[config.mk]
export PLATFORM = sky130hd
export DESIGN_NAME = regfile_mp_flat
export DESIGN_NICKNAME = d
export VERILOG_FILES = /design/src/rtl/regfile_pkg.sv /design/src/rtl/regfile_mp_if.sv /design/src/rtl/regfile_rd_mux.sv /design/src/rtl/regfile_mp.sv /design/src/flat_wrapper.sv
export SDC_FILE = /design/constraint.sdc
export NUM_CORES = 1
export LEC_CHECK = 0
export CAP_MARGIN = 20
export CELL_PAD_IN_SITES_DETAIL_PLACEMENT = 1
export CELL_PAD_IN_SITES_GLOBAL_PLACEMENT = 1
export CORE_UTILIZATION = 58
export DETAILED_ROUTE_END_ITERATION = 12
export DONT_BUFFER_PORTS = 1
export GPL_TIMING_DRIVEN = 1
export PLACE_DENSITY_LB_ADDON = 0.1
export SKIP_CTS_REPAIR_TIMING = 1
export SLEW_MARGIN = 20
export SYNTH_ARGS = -nofsm -noshare
export SYNTH_HDL_FRONTEND = slang
export SYNTH_HIERARCHICAL = 1
export SYNTH_SLANG_ARGS = --single-unit
[constraint.sdc]
create_clock -name clk -period 5.3 [get_ports clk]
set_input_delay 0.53 -clock clk [delete_from_list [all_inputs] [get_ports clk]]
set_output_delay 0.53 -clock clk [all_outputs]
set_load 0.02 [all_outputs]
[src/rtl/regfile_pkg.sv]
// Shared types and MIPS register index constants for the multi-port register file.
package regfile_pkg;

  // Post-reset / soft-clear sweep states
  typedef enum logic {
    CLEAR = 1'b0,
    READY = 1'b1
  } clr_state_e;

  localparam int unsigned REG_ZERO = 0;
  localparam int unsigned REG_V0   = 2;
  localparam int unsigned REG_A0   = 4;
  localparam int unsigned REG_RA   = 31;

endpackage

[src/rtl/regfile_mp_if.sv]
// Register file bus: read ports, write port, clear request, JR capture and syscall taps.
interface regfile_mp_if #(
  parameter int unsigned DATA_W = 32,
  parameter int unsigned ADDR_W = 5,
  parameter int unsigned NUM_RD = 2
);

  logic                       clr_req;
  logic [NUM_RD*ADDR_W-1:0]   rd_addr;
  logic [NUM_RD*DATA_W-1:0]   rd_data;
  logic                       wr_en;
  logic [ADDR_W-1:0]          wr_addr;
  logic [DATA_W-1:0]          wr_data;
  logic                       jr_capture;
  logic [DATA_W-1:0]          jr_target;
  logic                       ready;
  logic [DATA_W-1:0]          sys_call_reg;
  logic [DATA_W-1:0]          std_out_address;

  modport master (
    output clr_req, rd_addr, wr_en, wr_addr, wr_data, jr_capture,
    input  rd_data, jr_target, ready, sys_call_reg, std_out_address
  );

  modport slave (
    input  clr_req, rd_addr, wr_en, wr_addr, wr_data, jr_capture,
    output rd_data, jr_target, ready, sys_call_reg, std_out_address
  );

endinterface

[src/rtl/regfile_rd_mux.sv]
// One read port: array data, optionally replaced by a same-cycle write, forced to zero for r0 or while not ready.
module regfile_rd_mux
  import regfile_pkg::*;
#(
  parameter int unsigned DATA_W   = 32,
  parameter int unsigned ADDR_W   = 5,
  parameter int unsigned ZERO_REG = 1,
  parameter int unsigned BYPASS   = 1
) (
  input  logic              ready,
  input  logic [ADDR_W-1:0] rd_addr,
  input  logic [DATA_W-1:0] mem_data,
  input  logic              wr_en,
  input  logic [ADDR_W-1:0] wr_addr,
  input  logic [DATA_W-1:0] wr_data,
  output logic [DATA_W-1:0] rd_data_c
);

  // Priority: not-ready gate > zero entry > bypass > array
  always_comb begin
    rd_data_c = mem_data;
    if ((BYPASS != 0) && wr_en && (wr_addr == rd_addr)) rd_data_c = wr_data;
    if ((ZERO_REG != 0) && (rd_addr == ADDR_W'(REG_ZERO))) rd_data_c = '0;
    if (!ready) rd_data_c = '0;
  end

endmodule

[src/rtl/regfile_mp.sv]
// Multi-read-port MIPS register file with clear sweep, write bypass, JR target capture and syscall taps.
module regfile_mp
  import regfile_pkg::*;
#(
  parameter int unsigned DATA_W   = 32,
  parameter int unsigned ADDR_W   = 5,
  parameter int unsigned NUM_RD   = 2,
  parameter int unsigned ZERO_REG = 1,
  parameter int unsigned BYPASS   = 1,
  parameter int unsigned V0_IDX   = REG_V0,
  parameter int unsigned A0_IDX   = REG_A0
) (
  input  logic         clk,
  input  logic         rst_n,
  regfile_mp_if.slave  bus
);

  localparam int unsigned       DEPTH    = 2 ** ADDR_W;
  localparam logic [ADDR_W-1:0] LAST_IDX = ADDR_W'(DEPTH - 1);

  logic [DATA_W-1:0] mem [DEPTH];

  clr_state_e        state, state_nxt;
  logic [ADDR_W-1:0] clr_idx, clr_idx_nxt;
  logic              ready_q;
  logic              jr_capture_q;
  logic [DATA_W-1:0] jr_target_q;

  logic              mem_we;
  logic [ADDR_W-1:0] mem_waddr;
  logic [DATA_W-1:0] mem_wdata;

  logic [DATA_W-1:0] rd_arr [NUM_RD];

  // State register
  always_ff @(posedge clk or negedge rst_n) begin
    if (!rst_n) state <= CLEAR;
    else        state <= state_nxt;
  end

  // Next state: sweep ends after the last entry; a clear request restarts it
  always_comb begin
    state_nxt = state;
    case (state)
      CLEAR:   if (clr_idx == LAST_IDX) state_nxt = READY;
      READY:   if (bus.clr_req)         state_nxt = CLEAR;
      default: state_nxt = CLEAR;
    endcase
  end

  // Outputs: sweep writes zero, READY forwards the user write unless a clear or r0 blocks it
  always_comb begin
    mem_we      = 1'b0;
    mem_waddr   = bus.wr_addr;
    mem_wdata   = bus.wr_data;
    clr_idx_nxt = clr_idx;
    case (state)
      CLEAR: begin
        mem_we      = 1'b1;
        mem_waddr   = clr_idx;
        mem_wdata   = '0;
        clr_idx_nxt = clr_idx + ADDR_W'(1);
      end
      READY: begin
        if (bus.clr_req) begin
          clr_idx_nxt = '0;
        end else if (bus.wr_en &&
                     !((ZERO_REG != 0) && (bus.wr_addr == ADDR_W'(REG_ZERO)))) begin
          mem_we = 1'b1;
        end
      end
      default: clr_idx_nxt = '0;
    endcase
  end

  // Sweep index and ready flag
  always_ff @(posedge clk or negedge rst_n) begin
    if (!rst_n) begin
      clr_idx <= '0;
      ready_q <= 1'b0;
    end else begin
      clr_idx <= clr_idx_nxt;
      ready_q <= (state_nxt == READY);
    end
  end

  // Storage array; contents need no reset since the sweep clears every entry
  always_ff @(posedge clk) begin
    if (mem_we) mem[mem_waddr] <= mem_wdata;
  end

  // Per-port read select
  for (genvar i = 0; i < NUM_RD; i++) begin : g_rd
    logic [ADDR_W-1:0] addr;
    assign addr = bus.rd_addr[i*ADDR_W +: ADDR_W];
    regfile_rd_mux #(
      .DATA_W   (DATA_W),
      .ADDR_W   (ADDR_W),
      .ZERO_REG (ZERO_REG),
      .BYPASS   (BYPASS)
    ) u_rd_mux (
      .ready     (ready_q),
      .rd_addr   (addr),
      .mem_data  (mem[addr]),
      .wr_en     (bus.wr_en),
      .wr_addr   (bus.wr_addr),
      .wr_data   (bus.wr_data),
      .rd_data_c (rd_arr[i])
    );
  end

  // Pack per-port results onto the bus
  always_comb begin
    bus.rd_data = '0;
    for (int unsigned i = 0; i < NUM_RD; i++) begin
      bus.rd_data[i*DATA_W +: DATA_W] = rd_arr[i];
    end
  end

  // JR target: capture port 0 on a rising edge of jr_capture once the file is usable
  always_ff @(posedge clk or negedge rst_n) begin
    if (!rst_n) begin
      jr_capture_q <= 1'b0;
      jr_target_q  <= '0;
    end else begin
      jr_capture_q <= bus.jr_capture;
      if (ready_q && bus.jr_capture && !jr_capture_q) jr_target_q <= rd_arr[0];
    end
  end

  assign bus.ready           = ready_q;
  assign bus.jr_target       = jr_target_q;
  assign bus.sys_call_reg    = ready_q ? mem[ADDR_W'(V0_IDX)] : '0;
  assign bus.std_out_address = ready_q ? mem[ADDR_W'(A0_IDX)] : '0;

endmodule

[src/flat_wrapper.sv]
// flat-port wrapper written by rule: the top's interface ports become plain ports
module regfile_mp_flat import regfile_pkg::*;
#(
  parameter int unsigned DATA_W   = 32,
  parameter int unsigned ADDR_W   = 5,
  parameter int unsigned NUM_RD   = 2,
  parameter int unsigned ZERO_REG = 1,
  parameter int unsigned BYPASS   = 1,
  parameter int unsigned V0_IDX   = REG_V0,
  parameter int unsigned A0_IDX   = REG_A0
)
  (clk, rst_n, bus_clr_req, bus_rd_addr, bus_wr_en, bus_wr_addr, bus_wr_data, bus_jr_capture, bus_rd_data, bus_jr_target, bus_ready, bus_sys_call_reg, bus_std_out_address);
  regfile_mp_if #(.DATA_W(DATA_W), .ADDR_W(ADDR_W), .NUM_RD(NUM_RD)) bus_i ();
  input  logic clk;
  input  logic rst_n;
  input wire logic [$bits(bus_i.clr_req)-1:0] bus_clr_req;
  input wire logic [$bits(bus_i.rd_addr)-1:0] bus_rd_addr;
  input wire logic [$bits(bus_i.wr_en)-1:0] bus_wr_en;
  input wire logic [$bits(bus_i.wr_addr)-1:0] bus_wr_addr;
  input wire logic [$bits(bus_i.wr_data)-1:0] bus_wr_data;
  input wire logic [$bits(bus_i.jr_capture)-1:0] bus_jr_capture;
  output wire logic [$bits(bus_i.rd_data)-1:0] bus_rd_data;
  output wire logic [$bits(bus_i.jr_target)-1:0] bus_jr_target;
  output wire logic [$bits(bus_i.ready)-1:0] bus_ready;
  output wire logic [$bits(bus_i.sys_call_reg)-1:0] bus_sys_call_reg;
  output wire logic [$bits(bus_i.std_out_address)-1:0] bus_std_out_address;
  assign bus_i.clr_req = bus_clr_req;
  assign bus_i.rd_addr = bus_rd_addr;
  assign bus_i.wr_en = bus_wr_en;
  assign bus_i.wr_addr = bus_wr_addr;
  assign bus_i.wr_data = bus_wr_data;
  assign bus_i.jr_capture = bus_jr_capture;
  assign bus_rd_data = bus_i.rd_data;
  assign bus_jr_target = bus_i.jr_target;
  assign bus_ready = bus_i.ready;
  assign bus_sys_call_reg = bus_i.sys_call_reg;
  assign bus_std_out_address = bus_i.std_out_address;
  regfile_mp #(.DATA_W(DATA_W), .ADDR_W(ADDR_W), .NUM_RD(NUM_RD), .ZERO_REG(ZERO_REG), .BYPASS(BYPASS), .V0_IDX(V0_IDX), .A0_IDX(A0_IDX)) u_core (.clk(clk), .rst_n(rst_n), .bus(bus_i));
endmodule
==> results of run 1 <==
-- sequential cells by signal, indices dropped and copies added, names as in the netlist --
name                  count
u_core/bus.jr_target     32
u_core/mem             1024
u_core/jr_capture_q       1
u_core/clr_idx            5
u_core/bus.ready          1
-- cells by family (layout without fill, tap and decap cells) --
kind of cell             Yosys count  in the layout
AO/OA/AOI/OAI                    654            654
other                              0              1
XOR/XNOR                          12             12
adder cells (fa/ha/maj)            2              2
flip-flops                      1063           1063
buffers and inverters            311            306
AND/OR/NAND/NOR                  757            757
multiplexers                    1060           1060
-- Yosys cell counts, drive strengths merged, types with 6 or more instances --
cell type and count:
and2 102, xor2 8, nand4 64, nand2b 7, buf 207, mux2i 1026
nand2 275, a22o 128, nor2 36, a21oi 192, dfrtp 39, nor3 64
nand3 194, o21ai 67, mux2 34, edfxtp 1024, clkbuf 98, a22oi 192
inv 6, a31oi 64
-- power groups by stage --
stage	clock [uW]	combinational [uW]	sequential, uW
finish	7680	4050	11400
global route	8000	4130	11500
CTS	7740	3900	11400
detailed placement	0	3860	11500
global placement	0	3700	11400
floorplan	0	2550	11300
-- how the worst min path moves through the flow --
stage | from | to | slack [ns]
after floorplan | rst_n | u_core/bus.jr_target[0]$_DFFE_PN0P_ | 0.23
after global placement | rst_n | u_core/bus.jr_target[31]$_DFFE_PN0P_ | 0.24
after detailed placement | rst_n | u_core/bus.jr_target[29]$_DFFE_PN0P_ | 0.24
after CTS | rst_n | u_core/clr_idx[1]$_DFFE_PN0P_ | -0.50
after global routing | bus_clr_req | u_core/clr_idx[0]$_DFFE_PN0P_ | 0.07
final | bus_clr_req | u_core/clr_idx[0]$_DFFE_PN0P_ | 0.07
-- cell type report --
cell class,count,area [sq um],share of cell area (%)
clock inverters,51,460,0.812
well taps,1165,1460,2.57
inverters,6,22.5,0.0397
repair buffers,94,881,1.55
diodes,1,2.50,0.00441
flip-flops and latches,1063,31700,55.9
clock buffers,155,3060,5.39
multi-input cells,2485,19100,33.7
-- metrics by stage --
step                      cell area, sq um  util, %  hold WS [ns]  setup slack [ns]  instances
after floorplan                      52400        -         0.234              2.16       3859
after global placement               53100     59.7         0.236              1.68       4806
after detailed placement             53100     59.7         0.236              1.67       4808
after CTS                            56600     63.7        -0.503              1.36       5014
after global routing                 56700     63.8        0.0687              1.24       5019
final                                56700     63.8        0.0718             0.822       5020
-- critical path: stages --
cell and delay [ns]:
sky130_fd_sc_hd__mux2i_1 0.56, sky130_fd_sc_hd__a22oi_1 0.39, sky130_fd_sc_hd__nand3_1 0.22, sky130_fd_sc_hd__nand3_1 0.14
sky130_fd_sc_hd__nand2_1 0.08, sky130_fd_sc_hd__o21ai_1 0.59
-- per-layer routing --
layer  up-vias  share of wire, %  global-route usage, %
met3       527               8.0                   6.28
met5         -             0.016                      0
met4         4               7.0                   23.9
met1     18300                38                   48.1
li1      14800                 -                      -
met2      1923                47                   60.9
==> reports/summary.json, run 1 <==
{
  "routing": {
    "drt.antenna.violating_nets": 0,
    "routed-via-count": 35600,
    "firstDrtPassIters": 5,
    "wirelength_mm": 176,
    "routed_wire_length_per_instance_microns": 35.1,
    "drt_iter0_markers": 3967,
    "drt-vias-per-instance": 7.09,
    "drt_drc_violations_left": 0
  },
  "die": {
    "fp.coreArea_sq_mm": 0.0889,
    "num_rows": 109,
    "die_h_microns": 303,
    "die-area_sq_mm": 0.0916,
    "start_util_pct": 59.0,
    "die_width_microns": 303,
    "io_pins": 213
  },
  "synthesis": {
    "synth_top_area_share_pct": 58.6,
    "yosys.area_share.xor_xnor_pct": 0.200,
    "post_synth_fa_ha_maj_area_fraction_pct": 0.0477,
    "area_fraction_in_compound_gates_after_synthesis_pct": 8.27,
    "yosys.cell_types.count": 43,
    "syn-mean-instance-area_sq_um": 13.6,
    "number_of_nets_produced_by_synthesis": 3913,
    "muxShareOfSynthArea_pct": 20.3,
    "synth_top_family_by_area": "multiplexers",
    "ys_flop_type": "sky130_fd_sc_hd__edfxtp_1",
    "post_synth_main_area_contributors": "sky130_fd_sc_hd__edfxtp_1, sky130_fd_sc_hd__mux2i_1, sky130_fd_sc_hd__a22oi_1, sky130_fd_sc_hd__a22o_1, sky130_fd_sc_hd__nand2_1",
    "synth.cell_area_sq_mm": 0.0524,
    "flops_latches_synth": 1063,
    "ys_async_sr_fraction_pct": 3.67,
    "synth_warn": 6,
    "synth-simple-area-share_pct": 7.00,
    "cell_count_after_synthesis": 3859,
    "yosysSeqAreaShare_pct": 60.5,
    "synth_edf_count": 1024,
    "netlist.top_cell.by_area": "sky130_fd_sc_hd__edfxtp_1"
  },
  "min_path": {
    "min_path_type": "in2reg",
    "min_delay_path_depth": 2
  },
  "sta": {
    "final_min_period_over_clock_period_pct": 84.5,
    "timing.slew.headroom_pct": -103,
    "timing_hold_violations_final": 0,
    "unrepaired_setup_endpoints_after_global_routing": "false",
    "finalMaxSlewViolations": 486,
    "post-route-min-period_ns": 4.48,
    "worst_clock_skew_ns": 0.0195,
    "final.setup.tns_ns": 0,
    "tightestPinTransition_ns": 3.05,
    "setup_violations": 0,
    "achievable-frequency_mhz": 223
  },
  "cells_and_area": {
    "drive_above_1_share_pct": 8.17,
    "most-common-layout-cells": "sky130_fd_sc_hd__mux2i_1, sky130_fd_sc_hd__edfxtp_1, sky130_fd_sc_hd__nand2_1, sky130_fd_sc_hd__nand3_1",
    "layout.nets": 3815,
    "final_common_cell": "sky130_fd_sc_hd__mux2i_1",
    "areaGrowthSynthToFinish_pct": 8.17,
    "filler_cell_count": 8247
  },
  "grt": {
    "grt_pass1_wl_mm": 252,
    "global_route.overflow_total": 0,
    "grtUsageTotal_pct": 37.9,
    "grt_max_degree": 515,
    "number_of_antenna_violations_at_the_first_check_in_global_routing": 4,
    "grt_pass1_vias": 37700
  },
  "worst_setup_path": {
    "timing.critical_path.to": "bus_rd_data[24]",
    "startpoint_of_the_worst_register_to_register_path": "u_core/bus.ready$_DFF_PN0_",
    "worstSetupStartpoint": "bus_rd_addr[1]",
    "critical_path.reg2reg.endpoint": "u_core/mem[10][8]$_DFFE_PP_",
    "crit_type": "in2out",
    "critical_path.startpoint_type": "input port",
    "critical_path.max_fanout": 514,
    "ff2ff_path_depth": 4,
    "regToRegSetupSlack_ns": 1.69,
    "worstSetupEndpointType": "primary output",
    "critical_path_required_ns": 4.77,
    "worst-endpoint-arrival_ns": 3.95
  },
  "pwr": {
    "p_int_uw": 16200,
    "totalPowerFinal_uw": 23100,
    "total_switching_power_uw": 6880,
    "power_density_mw_per_mm2": 407,
    "comb_power_share_pct": 17.5,
    "power.share.clock_pct": 33.2,
    "sequentialPowerShare_pct": 49.2,
    "power_switching_share_pct": 29.8,
    "peakVddDrop_v": 0.000291,
    "cellLeakagePower_uw": 0.0213
  },
  "placed_design": {
    "port_buffers": 0,
    "place_hpwl_mm": 105,
    "place.gp.congestion": 0.912
  },
  "flow_run": {
    "max_capacitance_violation_total": 0
  },
  "clock_network": {
    "worst_setup_hold_path_clk_slew_ns": 0.06,
    "clock_insertion_delay_worst_skew_ns": 0.70,
    "tritoncts": "built",
    "cts.sinks": 1063,
    "cts_buffer_depth": 3,
    "cts_buffers": 111,
    "htree_num_levels": 3,
    "cts.root.buffer_cell": "sky130_fd_sc_hd__clkbuf_16"
  },
  "outcome": {
    "run_status": "finished, violations left",
    "violations_in_the_final_reports": "max-slew violations"
  }
}
(Power assumes the default switching activity.)
==> inputs of run 2 (changes only) <==
--- a/config.mk
+++ b/config.mk
@@ -8,7 +8,7 @@
 export CAP_MARGIN = 20
 export CELL_PAD_IN_SITES_DETAIL_PLACEMENT = 1
 export CELL_PAD_IN_SITES_GLOBAL_PLACEMENT = 1
-export CORE_UTILIZATION = 58
+export CORE_UTILIZATION = 54
 export DETAILED_ROUTE_END_ITERATION = 12
 export DONT_BUFFER_PORTS = 1
 export GPL_TIMING_DRIVEN = 1
==> constraint.sdc (replaced) <==
create_clock -name clk -period 4.39 [get_ports clk]
set_input_delay 0.439 -clock clk [delete_from_list [all_inputs] [get_ports clk]]
set_output_delay 0.439 -clock clk [all_outputs]
set_load 0.02 [all_outputs]
==> run 2 against run 1 <==
The run still ends with max-slew violations left. Non-clock buffer count increased by 21. Clock skew increased by 0.0040 ns. Critical path depth shrank 2. Register-to-register slack worse by 0.86 ns. Cell area rose by 1.0%. First-iteration DRC count increased by 7.4%. Power grew 22%. Worst hold slack improved by 0.16 ns. Flip-flop and latch count did not move. Routed wire length grew 2.4%. Setup slack worse by 0.31 ns. Sequential power increased by 20%. Critical path type is now reg2out. Largest cell class unchanged. Largest power group unchanged.
==> reports/summary.json, run 2 (synthesis gave the netlist of run 1 again) <==
{
  "sta": {
    "unrepaired_setup_endpoints_after_global_routing": {"value": "false", "change": "unchanged"},
    "timing_hold_violations_final": {"value": 0, "change": "unchanged"},
    "finalMaxSlewViolations": {"value": 70, "change": "was 486"},
    "post-route-min-period_ns": 3.88,
    "tightestPinTransition": {"value": 1.58, "unit": "ns", "change": "was 3.05 ns"},
    "final.setup.tns": {"value": 0, "unit": "ns", "change": "unchanged"},
    "worst_clock_skew": {"value": 0.0234, "unit": "ns", "change": "was 0.0195 ns"},
    "final_ws_setup": {"value": 0.515, "unit": "ns", "change": "was 0.822 ns"},
    "timing.slew.headroom": {"value": -5.62, "unit": "%", "change": "was -103%"},
    "final_min_period_over_clock_period_pct": 88.3,
    "setup_violations": {"value": 0, "change": "unchanged"},
    "achievable-frequency_mhz": 258
  },
  "clock_network": {
    "clock_insertion_delay_worst_skew": {"value": 0.71, "unit": "ns", "change": "was 0.70 ns"},
    "cts_buffer_depth": {"value": 3, "change": "unchanged"},
    "cts_buffers": {"value": 113, "change": "was 111"},
    "cts.root.buffer_cell": {"value": "sky130_fd_sc_hd__clkbuf_16", "change": "unchanged"},
    "cts.sinks": {"value": 1063, "change": "unchanged"},
    "tritoncts": {"value": "built", "change": "unchanged"},
    "worst_setup_hold_path_clk_slew": {"value": 0.06, "unit": "ns", "change": "about the same"},
    "htree_num_levels": {"value": 3, "change": "unchanged"}
  },
  "cells_and_area": {
    "drive_above_1_share": {"value": 9.24, "unit": "%", "change": "was 8.17%"},
    "final_common_cell": {"value": "sky130_fd_sc_hd__mux2i_1", "change": "unchanged"},
    "multiInputGateArea": {"value": 0.0191, "unit": "sq mm", "change": "about the same"},
    "layout.nets": {"value": 3838, "change": "was 3,815"},
    "instances_no_fill": {"value": 5150, "change": "was 5,020"},
    "most-common-layout-cells": {"value": "sky130_fd_sc_hd__mux2i_1, sky130_fd_sc_hd__edfxtp_1, sky130_fd_sc_hd__nand2_1, sky130_fd_sc_hd__nand3_1", "change": "unchanged"},
    "diodes": {"value": 0, "change": "was 1"},
    "areaGrowthSynthToFinish": {"value": 9.30, "unit": "%", "change": "was 8.17%"},
    "biggest_register": {"value": "u_core/mem", "change": "unchanged"},
    "area.sequential": {"value": 0.0317, "unit": "sq mm", "change": "unchanged"},
    "largest_register_ffs": {"value": 1024, "change": "unchanged"},
    "filler_cell_count": {"value": 9077, "change": "was 8,247"}
  },
  "worst_setup_path": {
    "worstSetupEndpointType": {"value": "primary output", "change": "unchanged"},
    "worst-endpoint-arrival": {"value": 3.44, "unit": "ns", "change": "was 3.95 ns"},
    "critical_path_required": {"value": 3.95, "unit": "ns", "change": "was 4.77 ns"},
    "critical-path-top-delay-family": {"value": "compound AO/OA/AOI/OAI gates", "change": "unchanged"},
    "crit_path_cell_trace": {"value": "o21a_2 -> buf_4 -> nand2_1 -> o21ai_1", "change": "was mux2i_1 -> a22oi_1 -> nand3_1 -> nand3_1 -> nand2_1 -> o21ai_1"},
    "critical_path.startpoint_type": {"value": "register", "change": "was input port"},
    "critical_path.max_fanout": {"value": 38, "change": "was 514"},
    "slowest_delay": {"value": 0.82, "unit": "ns", "change": "was 0.59 ns"},
    "crit_type": {"value": "reg2out", "change": "was in2out"},
    "worst-path-buf-inv": {"value": 1, "change": "was 0"},
    "timing.critical_path.slowest_stage_cell": {"value": "sky130_fd_sc_hd__dfrtp_4", "change": "was sky130_fd_sc_hd__o21ai_1"}
  },
  "routing": {
    "drt_iter0_markers": {"value": 4261, "change": "was 3,967"},
    "met3_wl_post_dr": {"value": 15.9, "unit": "mm", "change": "was 14.0 mm"},
    "top_layer_used": {"value": "met5", "change": "unchanged"},
    "drt-met1-wl": {"value": 68.0, "unit": "mm", "change": "was 67.0 mm"},
    "drt.antenna.violating_nets": {"value": 0, "change": "unchanged"},
    "routed-via-count": {"value": 36000, "change": "was 35,600"},
    "drt-vias-per-instance": {"value": 6.98, "change": "was 7.09"},
    "routed_wire_length_per_instance": {"value": 35.0, "unit": "microns", "change": "was 35.1 microns"},
    "drt_drc_violations_left": {"value": 0, "change": "unchanged"},
    "routed-wl-met2": {"value": 86.0, "unit": "mm", "change": "was 82.7 mm"},
    "firstDrtPassIters": {"value": 6, "change": "was 5"},
    "wirelength": {"value": 180, "unit": "mm", "change": "was 176 mm"}
  },
  "grt": {
    "global_route.overflow_total": {"value": 0, "change": "unchanged"},
    "grtUsageTotal": {"value": 36.1, "unit": "%", "change": "was 37.9%"},
    "grt_pass1_vias": {"value": 38100, "change": "was 37,700"},
    "grt_max_degree": {"value": 515, "change": "unchanged"},
    "grt_pass1_wl": {"value": 258, "unit": "mm", "change": "was 252 mm"},
    "number_of_antenna_violations_at_the_first_check_in_global_routing": {"value": 1, "change": "was 4"}
  },
  "placed_design": {
    "place_hpwl": {"value": 105, "unit": "mm", "change": "about the same"},
    "numPlacedInstances": {"value": 4930, "change": "was 4,808"},
    "place.gp.congestion": {"value": 0.910, "change": "was 0.912"},
    "port_buffers": {"value": 0, "change": "unchanged"},
    "dp_slack": {"value": 0.853, "unit": "ns", "change": "was 1.67 ns"}
  },
  "die": {
    "die_width": {"value": 314, "unit": "microns", "change": "was 303 microns"},
    "start_util": {"value": 54.9, "unit": "%", "change": "was 59.0%"},
    "die_h": {"value": 314, "unit": "microns", "change": "was 303 microns"},
    "fp.coreArea": {"value": 0.0956, "unit": "sq mm", "change": "was 0.0889 sq mm"},
    "num_rows": {"value": 113, "change": "was 109"},
    "die-area": {"value": 0.0984, "unit": "sq mm", "change": "was 0.0916 sq mm"},
    "io_pins": {"value": 213, "change": "unchanged"}
  },
  "pwr": {
    "total_switching_power": {"value": 8520, "unit": "uW", "change": "was 6880 uW"},
    "sequentialPowerShare": {"value": 48.7, "unit": "%", "change": "was 49.2%"},
    "power_switching_share": {"value": 30.3, "unit": "%", "change": "was 29.8%"},
    "power.share.clock": {"value": 33.4, "unit": "%", "change": "was 33.2%"},
    "peakVddDrop": {"value": 0.000457, "unit": "V", "change": "was 0.000291 V"},
    "power_density": {"value": 491, "unit": "mW/mm^2", "change": "was 407 mW/mm^2"},
    "cellLeakagePower": {"value": 0.0215, "unit": "uW", "change": "was 0.0213 uW"},
    "comb_power_share": {"value": 17.9, "unit": "%", "change": "was 17.5%"},
    "p_int": {"value": 19600, "unit": "uW", "change": "was 16,200 uW"},
    "totalPowerFinal": {"value": 28200, "unit": "uW", "change": "was 23,100 uW"}
  },
  "outcome": {
    "run_status": {"value": "finished, violations left", "change": "unchanged"},
    "violations_in_the_final_reports": {"value": "max-slew violations", "change": "unchanged"}
  },
  "flow_run": {
    "max_capacitance_violation_total": {"value": 0, "change": "unchanged"}
  },
  "min_path": {
    "min_path_type": {"value": "in2async", "change": "was in2reg"}
  }
}
run 2: changes by cell type in the layout (fill, tap and decap cells not counted), moves of 5 or more:
| cell | before | now |
|---|---|---|
| sky130_fd_sc_hd__clkbuf_1 | 38 | 27 |
| sky130_fd_sc_hd__buf_12 | 8 | 25 |
| sky130_fd_sc_hd__and2_1 | 84 | 75 |
| sky130_fd_sc_hd__clkinv_1 | 17 | 23 |
| sky130_fd_sc_hd__buf_4 | 79 | 84 |
| sky130_fd_sc_hd__clkbuf_8 | 1 | 7 |
| sky130_fd_sc_hd__and2_2 | 16 | 25 |
run 2: cell type report:
cell class                 count  share of cell area, %
clock inverter                67                  0.973
sequential                  1063                   55.4
multi-input combinational   2485                   33.4
timing repair buffer         115                   2.15
tap                         1265                   2.76
inverter                       6                 0.0393
clock buffer                 149                   5.37
run 2: metrics by stage:
step                hold WS (ns)  utilization (%)  area, sq um
floorplan                  0.143                -        52400
global placement           0.145             56.0        53600
detailed placement         0.144             56.1        53600
CTS                       -0.619             59.9        57200
global route               0.230             60.0        57300
finish                     0.234             60.0        57300
run 2: power by group through the flow:
stage          clock [uW]  sequential [uW]  combinational, uW
2_1_floorplan           0            13600               3080
3_3_place_gp            0            13800               4700
3_5_place_dp            0            13900               4870
4_1_cts              9500            13700               4900
5_1_grt              9840            13800               5180
6_report             9420            13700               5040
run 2: per-layer routing:
layer  GRT usage [%]  vias up
li1                -    14900
met1            46.0    18500
met2            59.0     2057
met3            6.49      465
met4            19.3        2
met5               0        -
run 2: path summary, 6_finish.rpt:
path / from / endpoint / slack (ns) / cells past startpoint
worst max-delay path: u_core/bus.ready$_DFF_PN0_ / bus_rd_data[49] / 0.51 / 4
worst min-delay path: rst_n / u_core/bus.jr_target[27]$_DFFE_PN0P_ / 0.23 / 2
worst max register to register: u_core/bus.ready$_DFF_PN0_ / u_core/mem[8][22]$_DFFE_PP_ / 0.83 / 6
worst min register to register: u_core/clr_idx[0]$_DFFE_PN0P_ / u_core/clr_idx[0]$_DFFE_PN0P_ / 0.58 / 1
max in group asynchronous: rst_n / u_core/bus.jr_target[6]$_DFFE_PN0P_ / 3.86 / 2
min in group clk: bus_wr_data[11] / u_core/bus.jr_target[11]$_DFFE_PN0P_ / 0.28 / 3
